<file path="src/rtl/mem_access_unit_pkg.sv">
// Shared opcode constants, FSM encodings and access-size decode for the
// MEM-stage access unit.
package mem_access_unit_pkg;

  localparam logic [5:0] OP_LB  = 6'b100000;
  localparam logic [5:0] OP_LH  = 6'b100001;
  localparam logic [5:0] OP_LW  = 6'b100011;
  localparam logic [5:0] OP_LBU = 6'b100100;
  localparam logic [5:0] OP_LHU = 6'b100101;
  localparam logic [5:0] OP_SB  = 6'b101000;
  localparam logic [5:0] OP_SH  = 6'b101001;
  localparam logic [5:0] OP_SW  = 6'b101011;

  typedef enum logic [1:0] {
    ST_IDLE = 2'd0,
    ST_BUSY = 2'd1,
    ST_DONE = 2'd2
  } state_e;

  typedef enum logic [1:0] {
    SZ_BYTE = 2'd0,
    SZ_HALF = 2'd1,
    SZ_WORD = 2'd2
  } size_e;

  // Unrecognised opcodes fall back to a word access.
  function automatic size_e decode_size(input logic [5:0] op);
    case (op)
      OP_LB, OP_LBU, OP_SB: return SZ_BYTE;
      OP_LH, OP_LHU, OP_SH: return SZ_HALF;
      OP_LW, OP_SW:         return SZ_WORD;
      default:              return SZ_WORD;
    endcase
  endfunction

  // Only the signed sub-word loads sign-extend.
  function automatic logic decode_sign(input logic [5:0] op);
    return (op == OP_LB) || (op == OP_LH);
  endfunction

endpackage

</file>
<file path="src/rtl/mem_access_unit_if.sv">
// Data-bus handshake between the access unit (master) and the SRAM/bus
// bridge (slave). Read data is valid in the same cycle as ack.
interface mem_access_unit_if;
  logic        req;
  logic        we;
  logic [3:0]  sel;
  logic [31:0] addr;
  logic [31:0] wdata;
  logic        ack;
  logic [31:0] rdata;

  modport master (output req, we, sel, addr, wdata, input ack, rdata);
  modport slave  (input req, we, sel, addr, wdata, output ack, rdata);
endinterface

</file>
<file path="src/rtl/mem_align.sv">
// Combinational byte-lane logic: size/sign decode, alignment check,
// lane enables, store-data replication and load extraction/extension.
module mem_align
  import mem_access_unit_pkg::*;
(
  input  logic [5:0]  opcode,
  input  logic [1:0]  addr_lo,
  input  logic [31:0] wdata,
  output size_e       size,
  output logic        sign_ext,
  output logic        misalign,
  output logic [3:0]  sel,
  output logic [31:0] wdata_rep,
  input  size_e       ld_size,
  input  logic        ld_sign,
  input  logic [1:0]  ld_off,
  input  logic [31:0] ld_raw,
  output logic [31:0] ld_data
);

  logic [7:0]  byte_v;
  logic [15:0] half_v;

  // Issue side: decode size, check alignment, build lanes and store data.
  always_comb begin
    // NOTE: every output of a combinational block gets a default first, so
    // no path through the case statement can leave it unassigned (latch).
    size      = decode_size(opcode);
    sign_ext  = decode_sign(opcode);
    misalign  = 1'b0;
    sel       = 4'b1111;
    wdata_rep = wdata;
    case (size)
      SZ_BYTE: begin
        sel       = 4'b0001 << addr_lo;
        wdata_rep = {4{wdata[7:0]}};
      end
      SZ_HALF: begin
        misalign  = addr_lo[0];
        sel       = addr_lo[1] ? 4'b1100 : 4'b0011;
        wdata_rep = {2{wdata[15:0]}};
      end
      default: begin
        misalign  = |addr_lo;
      end
    endcase
  end

  // Return side: pick the addressed byte/half and extend it.
  always_comb begin
    case (ld_off)
      2'd0:    byte_v = ld_raw[7:0];
      2'd1:    byte_v = ld_raw[15:8];
      2'd2:    byte_v = ld_raw[23:16];
      default: byte_v = ld_raw[31:24];
    endcase
    half_v = ld_off[1] ? ld_raw[31:16] : ld_raw[15:0];
    case (ld_size)
      SZ_BYTE: ld_data = {{24{ld_sign & byte_v[7]}}, byte_v};
      SZ_HALF: ld_data = {{16{ld_sign & half_v[15]}}, half_v};
      default: ld_data = ld_raw;
    endcase
  end

endmodule

</file>
<file path="src/rtl/mem_access_unit.sv">
// MEM-stage memory access unit: turns each load/store into one req/ack bus
// transaction, stalls the pipeline meanwhile, extends load data and flags
// misaligned accesses.
module mem_access_unit
  import mem_access_unit_pkg::*;
#(
  parameter logic [7:0] TIMEOUT = 8'd255
) (
  input  logic               clk,
  input  logic               resetn,
  input  logic               memen,
  input  logic               memwrite,
  input  logic [5:0]         opcode,
  input  logic [31:0]        addr,
  input  logic [31:0]        wdata,
  input  logic               flush,
  output logic [31:0]        rdata,
  output logic               stall,
  output logic               adel,
  output logic               ades,
  output logic               bus_err,
  mem_access_unit_if.master  bus
);

  state_e      state_q, state_d;
  logic        we_q;
  logic [3:0]  sel_q;
  logic [31:0] addr_q;
  logic [31:0] wdata_q;
  size_e       size_q;
  logic        sign_q;
  logic [1:0]  off_q;
  logic        kill_q;
  logic [7:0]  cnt_q;
  logic [31:0] rdata_q;

  size_e       size_c;
  logic        sign_c;
  logic        misalign_c;
  logic [3:0]  sel_c;
  logic [31:0] wdata_c;
  logic [31:0] ld_data;

  logic        issue;
  logic        timeout;
  logic        kill;

  mem_align u_align (
    .opcode    (opcode),
    .addr_lo   (addr[1:0]),
    .wdata     (wdata),
    .size      (size_c),
    .sign_ext  (sign_c),
    .misalign  (misalign_c),
    .sel       (sel_c),
    .wdata_rep (wdata_c),
    .ld_size   (size_q),
    .ld_sign   (sign_q),
    .ld_off    (off_q),
    .ld_raw    (bus.rdata),
    .ld_data   (ld_data)
  );

  // A squashed instruction neither issues nor raises an address error.
  assign issue   = (state_q == ST_IDLE) && memen && !flush && !misalign_c;
  assign timeout = (cnt_q == TIMEOUT);
  // A flush seen in any BUSY cycle, including the completing one, kills the result.
  assign kill    = kill_q || flush;

  // Next-state and pipeline-facing outputs.
  always_comb begin
    state_d = state_q;
    stall   = 1'b0;
    adel    = 1'b0;
    ades    = 1'b0;
    bus_err = 1'b0;
    case (state_q)
      ST_IDLE: begin
        if (memen && !flush) begin
          if (misalign_c) begin
            adel = !memwrite;
            ades = memwrite;
          end else begin
            stall   = 1'b1;
            state_d = ST_BUSY;
          end
        end
      end
      ST_BUSY: begin
        stall   = 1'b1;
        bus_err = timeout && !bus.ack && !kill;
        if (bus.ack || timeout) state_d = ST_DONE;
      end
      ST_DONE: state_d = ST_IDLE;
      default: state_d = ST_IDLE;
    endcase
  end

  // State register; reset drops bus_req immediately, even mid-transaction.
  always_ff @(posedge clk or negedge resetn) begin
    if (!resetn) begin
      state_q <= ST_IDLE;
    end else begin
      // NOTE: sequential state uses non-blocking assignments so every flop
      // samples pre-edge values regardless of statement order.
      state_q <= state_d;
    end
  end

  // Capture the transaction on issue so the bus sees stable values in BUSY.
  always_ff @(posedge clk or negedge resetn) begin
    if (!resetn) begin
      we_q    <= 1'b0;
      sel_q   <= 4'b0000;
      addr_q  <= '0;
      wdata_q <= '0;
      size_q  <= SZ_WORD;
      sign_q  <= 1'b0;
      off_q   <= 2'd0;
    end else if (issue) begin
      we_q    <= memwrite;
      sel_q   <= sel_c;
      addr_q  <= {addr[31:2], 2'b00};
      wdata_q <= wdata_c;
      size_q  <= size_c;
      sign_q  <= sign_c;
      off_q   <= addr[1:0];
    end
  end

  // Wait counter (saturating) and sticky flush flag for the current access.
  always_ff @(posedge clk or negedge resetn) begin
    if (!resetn) begin
      cnt_q  <= 8'd0;
      kill_q <= 1'b0;
    end else if (issue) begin
      cnt_q  <= 8'd0;
      kill_q <= 1'b0;
    end else if (state_q == ST_BUSY) begin
      if (!timeout) cnt_q <= cnt_q + 8'd1;
      if (flush)    kill_q <= 1'b1;
    end
  end

  // Load result: extended bus data on ack, zero on timeout, held otherwise.
  always_ff @(posedge clk or negedge resetn) begin
    if (!resetn) begin
      rdata_q <= '0;
    end else if ((state_q == ST_BUSY) && !kill) begin
      if (bus.ack) begin
        if (!we_q) rdata_q <= ld_data;
      end else if (timeout) begin
        rdata_q <= '0;
      end
    end
  end

  assign rdata     = rdata_q;
  assign bus.req   = (state_q == ST_BUSY);
  assign bus.we    = we_q;
  assign bus.sel   = sel_q;
  assign bus.addr  = addr_q;
  assign bus.wdata = wdata_q;

endmodule
</file>
<file path="src/flat_wrapper.sv">
// flat-port wrapper written by rule: the top's interface ports become plain ports
module mem_access_unit_flat import mem_access_unit_pkg::*;
#(
  parameter logic [7:0] TIMEOUT = 8'd255
)
  (clk, resetn, memen, memwrite, opcode, addr, wdata, flush, rdata, stall, adel, ades, bus_err, bus_req, bus_we, bus_sel, bus_addr, bus_wdata, bus_ack, bus_rdata);
  mem_access_unit_if bus_i ();
  input  logic clk;
  input  logic resetn;
  input  logic memen;
  input  logic memwrite;
  input  logic [5:0] opcode;
  input  logic [31:0] addr;
  input  logic [31:0] wdata;
  input  logic flush;
  output logic [31:0] rdata;
  output logic stall;
  output logic adel;
  output logic ades;
  output logic bus_err;
  output wire logic [$bits(bus_i.req)-1:0] bus_req;
  output wire logic [$bits(bus_i.we)-1:0] bus_we;
  output wire logic [$bits(bus_i.sel)-1:0] bus_sel;
  output wire logic [$bits(bus_i.addr)-1:0] bus_addr;
  output wire logic [$bits(bus_i.wdata)-1:0] bus_wdata;
  input wire logic [$bits(bus_i.ack)-1:0] bus_ack;
  input wire logic [$bits(bus_i.rdata)-1:0] bus_rdata;
  assign bus_req = bus_i.req;
  assign bus_we = bus_i.we;
  assign bus_sel = bus_i.sel;
  assign bus_addr = bus_i.addr;
  assign bus_wdata = bus_i.wdata;
  assign bus_i.ack = bus_ack;
  assign bus_i.rdata = bus_rdata;
  mem_access_unit #(.TIMEOUT(TIMEOUT)) u_core (.clk(clk), .resetn(resetn), .memen(memen), .memwrite(memwrite), .opcode(opcode), .addr(addr), .wdata(wdata), .flush(flush), .rdata(rdata), .stall(stall), .adel(adel), .ades(ades), .bus_err(bus_err), .bus(bus_i));
endmodule
</file>
<file path="config.mk">
export PLATFORM = sky130hd
export DESIGN_NAME = mem_access_unit_flat
export DESIGN_NICKNAME = d
export VERILOG_FILES = /design/src/rtl/mem_access_unit_pkg.sv /design/src/rtl/mem_access_unit_if.sv /design/src/rtl/mem_align.sv /design/src/rtl/mem_access_unit.sv /design/src/flat_wrapper.sv
export SDC_FILE = /design/constraint.sdc
export NUM_CORES = 1
export LEC_CHECK = 0
export ABC_AREA = 1
export BUFFER_PORTS_ARGS = -buffer_cell sky130_fd_sc_hd__buf_4
export CAP_MARGIN = 10
export CORE_MARGIN = 2
export CORE_UTILIZATION = 42
export DETAILED_ROUTE_END_ITERATION = 7
export PLACE_DENSITY = 0.82
export SYNTH_ARGS = -nofsm -noshare
export SYNTH_HDL_FRONTEND = slang
export SYNTH_SLANG_ARGS = --single-unit
</file>
<file path="constraint.sdc">
create_clock -name clk -period 3.1 [get_ports clk]
set_input_delay 0.62 -clock clk [delete_from_list [all_inputs] [get_ports clk]]
set_output_delay 0.62 -clock clk [all_outputs]
set_load 0.05 [all_outputs]
</file>
==> results.md, run 1 <==
* Status: finished clean
* Post-CTS Setup Inserts at 0
* LEAKAGE at 4.54 nW
* WP data required at 2.48 ns
* Final Util at 60.2%
* Post-route ant nets at 0
* Ys Warns at 0
* Io pins at 214
* Reg2reg start: u_core.state_q[1]$_DFFE_PN0P_
* Maximum fanout along the worst path at 22
* GPL Wtd Cong at 0.838
* I/O Buffers at 211
* CTS resizes at 0
* Slew HR at 39.4%
* Worst r2r dst: u_core.bus.addr[6]$_DFFE_PN0N_
* RSZ-0062 raised after global routing: no
* CTS Buf Count at 17
* Final count of negative-setup-slack endpoints at 0
* Register-to-register setup slack at 0.72 ns
* Crit. End Element: output port
* First DRT Iteration DRCs at 436
* Total power draw at 7.33 mW
* Root buf cell: clkbuf_16
* Overflow left after global routing at 0
* Initial Util at between 40 and 50%
* Slew Viols, Final at 0
* Cell area after synthesis at 5750 um2
* H-Tree Depth at 4
* Setup TNS at 0 ns
* Clock sink total at approximately 120
* Dpl hpwl at approximately 12,000 um
* Fin crit share at between 70% and 80%
* Die H at 121 um
* Initial antenna violation count at 0
* Worst-path clk slew at approximately 0.06 ns
* Post-synthesis register bit count at 115
* Largest net degree at the start of global routing at between 70 and 80
* Avg WL per Cell at around 14 um
* Syn Area/Cell at 7.51 um2
* Worst Path Class, Setup: reg2out
* Area Overhead vs Synth at 39.1%
* Final #Nets at 1,076
* Netlist cell types at 35
* Antenna Cells at 0
* Drt drc at 0
* Pwr dens at 917 nW/um2
* Die width at around 120 um
* Vias at 5,804
* Skew-Pair Late Insertion Delay at 0.41 ns
* Vias in the first global route at about 5.4k
* Seq/Total Area, Yosys at approximately half
* Max-cap check violation count at 0
* CTS Hold Bufs at 0
* DR pass1 iterations at 5
* Hold Fails Final Rpt at 0
* FMAX at 0.408 GHz
* Minimum clock period at between 2 and 2.5 ns
* Setup crit start kind: flop
* Clock Path Buffers at 2
* HP Class: in2async
* Core region area at 13,300 um2
* Hold WS at 0.265 ns
* Slew of the pin with the lowest slew margin at 0.908 ns
* Mapped Cells at 766
* First-pass GRT wire length at between 20,000 and 30,000 um
* Final Skew at 0.00989 ns
* Worst r2r path cells at 8
* Vias/cell at 5.02
* WL final at 16,700 um
* Peak VDD IR at between 500 and 600 uV
* Arrival time at the worst endpoint at roughly 1.8 ns
* CTS tree: done
* Num rows at 42
* Total track usage at a little under a quarter
* Area of the die at 14,600 um2
* Layout cells sized above 1 at about 28%
[final cells by class]
| class | instances | area (um2) |
|---|---|---|
| Clock inverter | 11 | 128 |
| Timing Repair Buffer | 220 | 1650 |
| Clock buffer | 21 | 480 |
| Inverter | 51 | 191 |
| Fill cell | 1214 | 5300 |
| Multi-Input combinational cell | 562 | 2450 |
| Sequential cell | 115 | 2880 |
| Tap cell | 176 | 220 |
[placed cells by master (no fill, tap or decap), types with 2 or more instances in the layout]
cell          n
a21oi_1      14
buf_4       220
bufinv_16     2
clkbuf_16    17
clkbuf_8      4
clkinv_1      2
clkinv_2      2
clkinv_4      4
clkinvlp_4    3
conb_1        2
dfrtp_1     114
inv_1        45
inv_2         4
nand2_1     365
nand3_1      86
nand3_4       2
nand3b_1      2
nand4_1       3
nor2_1       31
nor3_1        3
o211ai_1      6
o21ai_0      26
o21ai_1       3
or2_2         6
xor2_1        2
[sequential cells by signal (all words and copies together) (netlist names), 2 cells and up]
register / count
u_core.state_q: 2
u_core.size_q: 2
u_core.cnt_q: 8
u_core.rdata: 32
u_core.off_q: 2
u_core.bus.wdata: 32
u_core.bus.sel: 4
u_core.bus.addr: 30
[Yosys cell counts]
master | instances | area share [%]
nand2_1 | 365 | 24
dfrtp_1 | 114 | 50
nand3_1 | 86 | 7.5
inv_1 | 45 | 2.9
nor2_1 | 31 | 2.0
o21ai_0 | 26 | 2.3
buf_2 | 20 | 1.7
a21oi_1 | 14 | 1.2
buf_4 | 7 | 0.91
buf_6 | 6 | 1.2
o211ai_1 | 6 | 0.78
or2_2 | 6 | 0.65
clkbuf_1 | 5 | 0.33
inv_2 | 4 | 0.26
nand4_1 | 3 | 0.33
nor3_1 | 3 | 0.26
o21ai_1 | 3 | 0.26
clkinv_1 | 2 | 0.13
nand3_2 | 2 | 0.35
nand3b_1 | 2 | 0.26
xor2_1 | 2 | 0.30
buf_1 | 1 | 0.065
conb_1 | 1 | 0.065
dfstp_2 | 1 | 0.46
ha_1 | 1 | 0.22
nand2_2 | 1 | 0.11
nand3_4 | 1 | 0.30
nand3b_4 | 1 | 0.35
nand4_4 | 1 | 0.37
nor2_2 | 1 | 0.11
nor2_4 | 1 | 0.20
nor3_4 | 1 | 0.28
nor4_1 | 1 | 0.11
o21bai_1 | 1 | 0.13
xnor2_1 | 1 | 0.15
[power breakdown]
| group | leakage (nW) | switching (mW) | total, mW | internal (mW) |
|---|---|---|---|---|
| clock network | 0.291 | 0.703 | 1.97 | 1.27 |
| logic | 2.79 | 2.18 | 3.09 | 0.905 |
| registers | 1.46 | 0.326 | 2.27 | 1.95 |
[worst max-delay path, stage by stage, from the launching register on]
cell and delay (ns):
dfrtp_1 0.37, inv_2 0.06, nand3_1 0.08, nor2_1 0.30
nand3_4 0.27, nand2_1 0.13, buf_4 0.20
[kinds of logic after synthesis]
logic type / after synthesis / share of synthesized area, %
AO/OA/AOI/OAI: 50 / 4.66
XOR/XNOR: 3 / 0.457
adder cells (fa/ha/maj): 1 / 0.217
buffers and inverters: 90 / 7.55
flip-flops: 115 / 50.1
other: 1 / 0.0652
AND/OR/NAND/NOR: 506 / 37.0
[metrics by stage]
step	setup slack (ns)	area, um2	std cells
finish	0.652	8000	1156
floorplan	0.438	5760	767
CTS	0.582	8000	1156
global placement	0.429	7390	1124
global route	0.480	8000	1156
detailed placement	0.403	7390	1124
[metal layers]
metal,global-route usage [%],part of all wire (%),up-vias
met5,0,0,-
met4,8.36,1.5,0
met3,7.10,9.1,20
met2,37.7,48,262
met1,30.2,42,2717
li1,-,-,2805
[how the worst max path moves through the flow]
| stage | startpoint | end | slack (ns) | depth (start not counted) |
|---|---|---|---|---|
| after global placement | memen | u_core.bus.wdata[29]$_DFFE_PN0N_ | 0.43 | 8 |
| after detailed placement | memen | u_core.bus.wdata[0]$_DFFE_PN0N_ | 0.40 | 8 |
| final | u_core.state_q[1]$_DFFE_PN0P_ | stall | 0.65 | 6 |
| after floorplan | opcode[5] | adel | 0.44 | 6 |
| after global routing | u_core.state_q[1]$_DFFE_PN0P_ | u_core.bus.addr[6]$_DFFE_PN0N_ | 0.48 | 8 |
| after CTS | u_core.state_q[1]$_DFFE_PN0P_ | stall | 0.58 | 6 |
(Power assumes the default switching activity.)
==> run 2, diff against run 1 <==
Clock period 3.1 ns to 2.4 ns, I/O delays scaled along.
==> results.md, run 2 (synthesized netlist as in run 1, its figures left out) <==
* Post-CTS Setup Inserts at 0
* Initial Util at 43.3%
* Post-route cell area at roughly 8100 um2
* Antenna Cells at 0
* Minimum clock period at 2.20 ns
* Slew of the pin with the lowest slew margin at around 0.66 ns
* CP max-delay cell: dfrtp_1
* Total power draw at 9.75 mW
* Commonest non-fill, non-tap cell in the layout: nand2_1
* Vias in the first global route at between 5k and 6k
* WP data required at 1.92 ns
* Avg WL per Cell at 14.0 um
* HP Class: in2async
* Most used cell, CP: inv_1
* Arrival time at the worst endpoint at 1.72 ns
* First-pass GRT wire length at 26,400 um
* Setup ws final at 0.198 ns
* CP bufs+invs at 3
* LEAKAGE at 4.61 nW
* Setup crit start kind: flop
* Hold Fails Final Rpt at 0
* Status: finished clean
* Die width at 121 um
* CTS Hold Bufs at 0
* Hold WS at 0.119 ns
* Drt drc at 0
* Pwr dens at 1200 nW/um2
* Area of the die at 14,600 um2
* Clock Path Buffers at 2
* Worst Path Class, Setup: reg2out
* Dpl hpwl at 11,700 um
* FMAX at 0.454 GHz
* I/O Buffers at 211
* Area Overhead vs Synth at 41.5%
* CTS Buf Count at 17
* WL final at about 16,000 um
* Setup TNS at 0 ns
* Die H at 121 um
* GPL Wtd Cong at 0.871
* Final #Nets at 1,080
* Vias at about 5.7k
* Largest delay share family, worst path: flip-flops
* Peak VDD IR at 717 uV
* Layout cells sized above 1 at ~28%
* Num rows at 42
* Vias/cell at 4.89
* Largest net degree at the start of global routing at ~120
* Final count of negative-setup-slack endpoints at 0
* Max-cap check violation count at 0
* DR pass1 iterations at 4
* Skew-Pair Late Insertion Delay at 0.41 ns
* Slew Viols, Final at 0
* Initial antenna violation count at 0
* Maximum fanout along the worst path at 3
* CP Cell Sequence: ha_1 -> nand2_1 -> inv_1 -> nand3_1 -> nand3b_4 -> inv_1 -> buf_4
* Overflow left after global routing at 0
* Core region area at 13,300 um2
* CTS tree: done
* Commonest non-fill, non-tap cells in the layout: 365 x nand2_1, 219 x buf_4, 114 x dfrtp_1
* Slew HR at 56.1%
* Final Skew at 0.00658 ns
* CTS resizes at 0
* Placed cell areas at ~7500 um2
* Worst path max stage delay at between 0.3 and 0.4 ns
* Crit. End Element: output port
* Total track usage at 23.0%
* First DRT Iteration DRCs at between 300 and 400
* Register-to-register setup slack at 0.44 ns
* Post-route ant nets at 0
* Fin crit share at 91.8%
* Placement-stage worst setup slack at 0.348 ns
* H-Tree Depth at 4
* RSZ-0062 raised after global routing: no
* Worst-path clk slew at 0.05 ns
* Root buf cell: clkbuf_16
* Io pins at 214
* Clock sink total at roughly 120
[run 2: cell count changes in the layout (fill, tap and decap cells not counted), sizes merged]
cell / before / now
clkinvlp: 3 / 2
bufinv: 2 / 6
clkinv: 8 / 4
buf: 220 / 224
[run 2: routing by layer]
layer | track usage [%] | part of all wire (%) | vias to the layer above
li1 | - | - | 2807
met1 | 28.6 | 42 | 2590
met2 | 36.7 | 47 | 246
met3 | 8.04 | 9.1 | 27
met4 | 9.01 | 2.0 | 0
met5 | 0 | 0 | -
[run 2: worst paths after layout]
check                      cells after the start                          endpoint                              from
max                                            7                           bus_err       u_core.cnt_q[0]$_DFFE_PN0P_
min in group clk                               3    u_core.bus.addr[6]$_DFFE_PN0N_                           addr[6]
min reg2reg                                    2  u_core.bus.wdata[20]$_DFFE_PN0N_  u_core.bus.wdata[20]$_DFFE_PN0N_
max in group asynchronous                      2      u_core.rdata[26]$_DFFE_PN0P_                            resetn
max reg2reg                                    7       u_core.rdata[6]$_DFFE_PN0P_      u_core.size_q[1]$_DFFE_PN1N_
min                                            2       u_core.rdata[3]$_DFFE_PN0P_                            resetn
[run 2: cell type report]
| cell class | instances | area, um2 |
|---|---|---|
| Clock buffer | 21 | 450 |
| Clock inverter | 10 | 205 |
| Fill cell | 1208 | 5150 |
| Inverter | 51 | 191 |
| Multi-Input combinational cell | 562 | 2450 |
| Sequential cell | 115 | 2880 |
| Tap cell | 176 | 220 |
| Timing Repair Buffer | 224 | 1740 |
[run 2: through the flow]
step | utilization (%) | cells
2_1_floorplan | - | 767
3_3_place_gp | 56.3 | 1128
3_5_place_dp | 56.3 | 1128
4_1_cts | 61.2 | 1159
5_1_grt | 61.2 | 1159
6_report | 61.2 | 1159
[run 2: power by group]
part	internal [mW]	total [mW]	switching, mW
Sequential	2.52	2.92	0.405
Clock	1.96	2.84	0.879
Combinational	1.18	3.99	2.81
Total	5.66	9.75	4.10
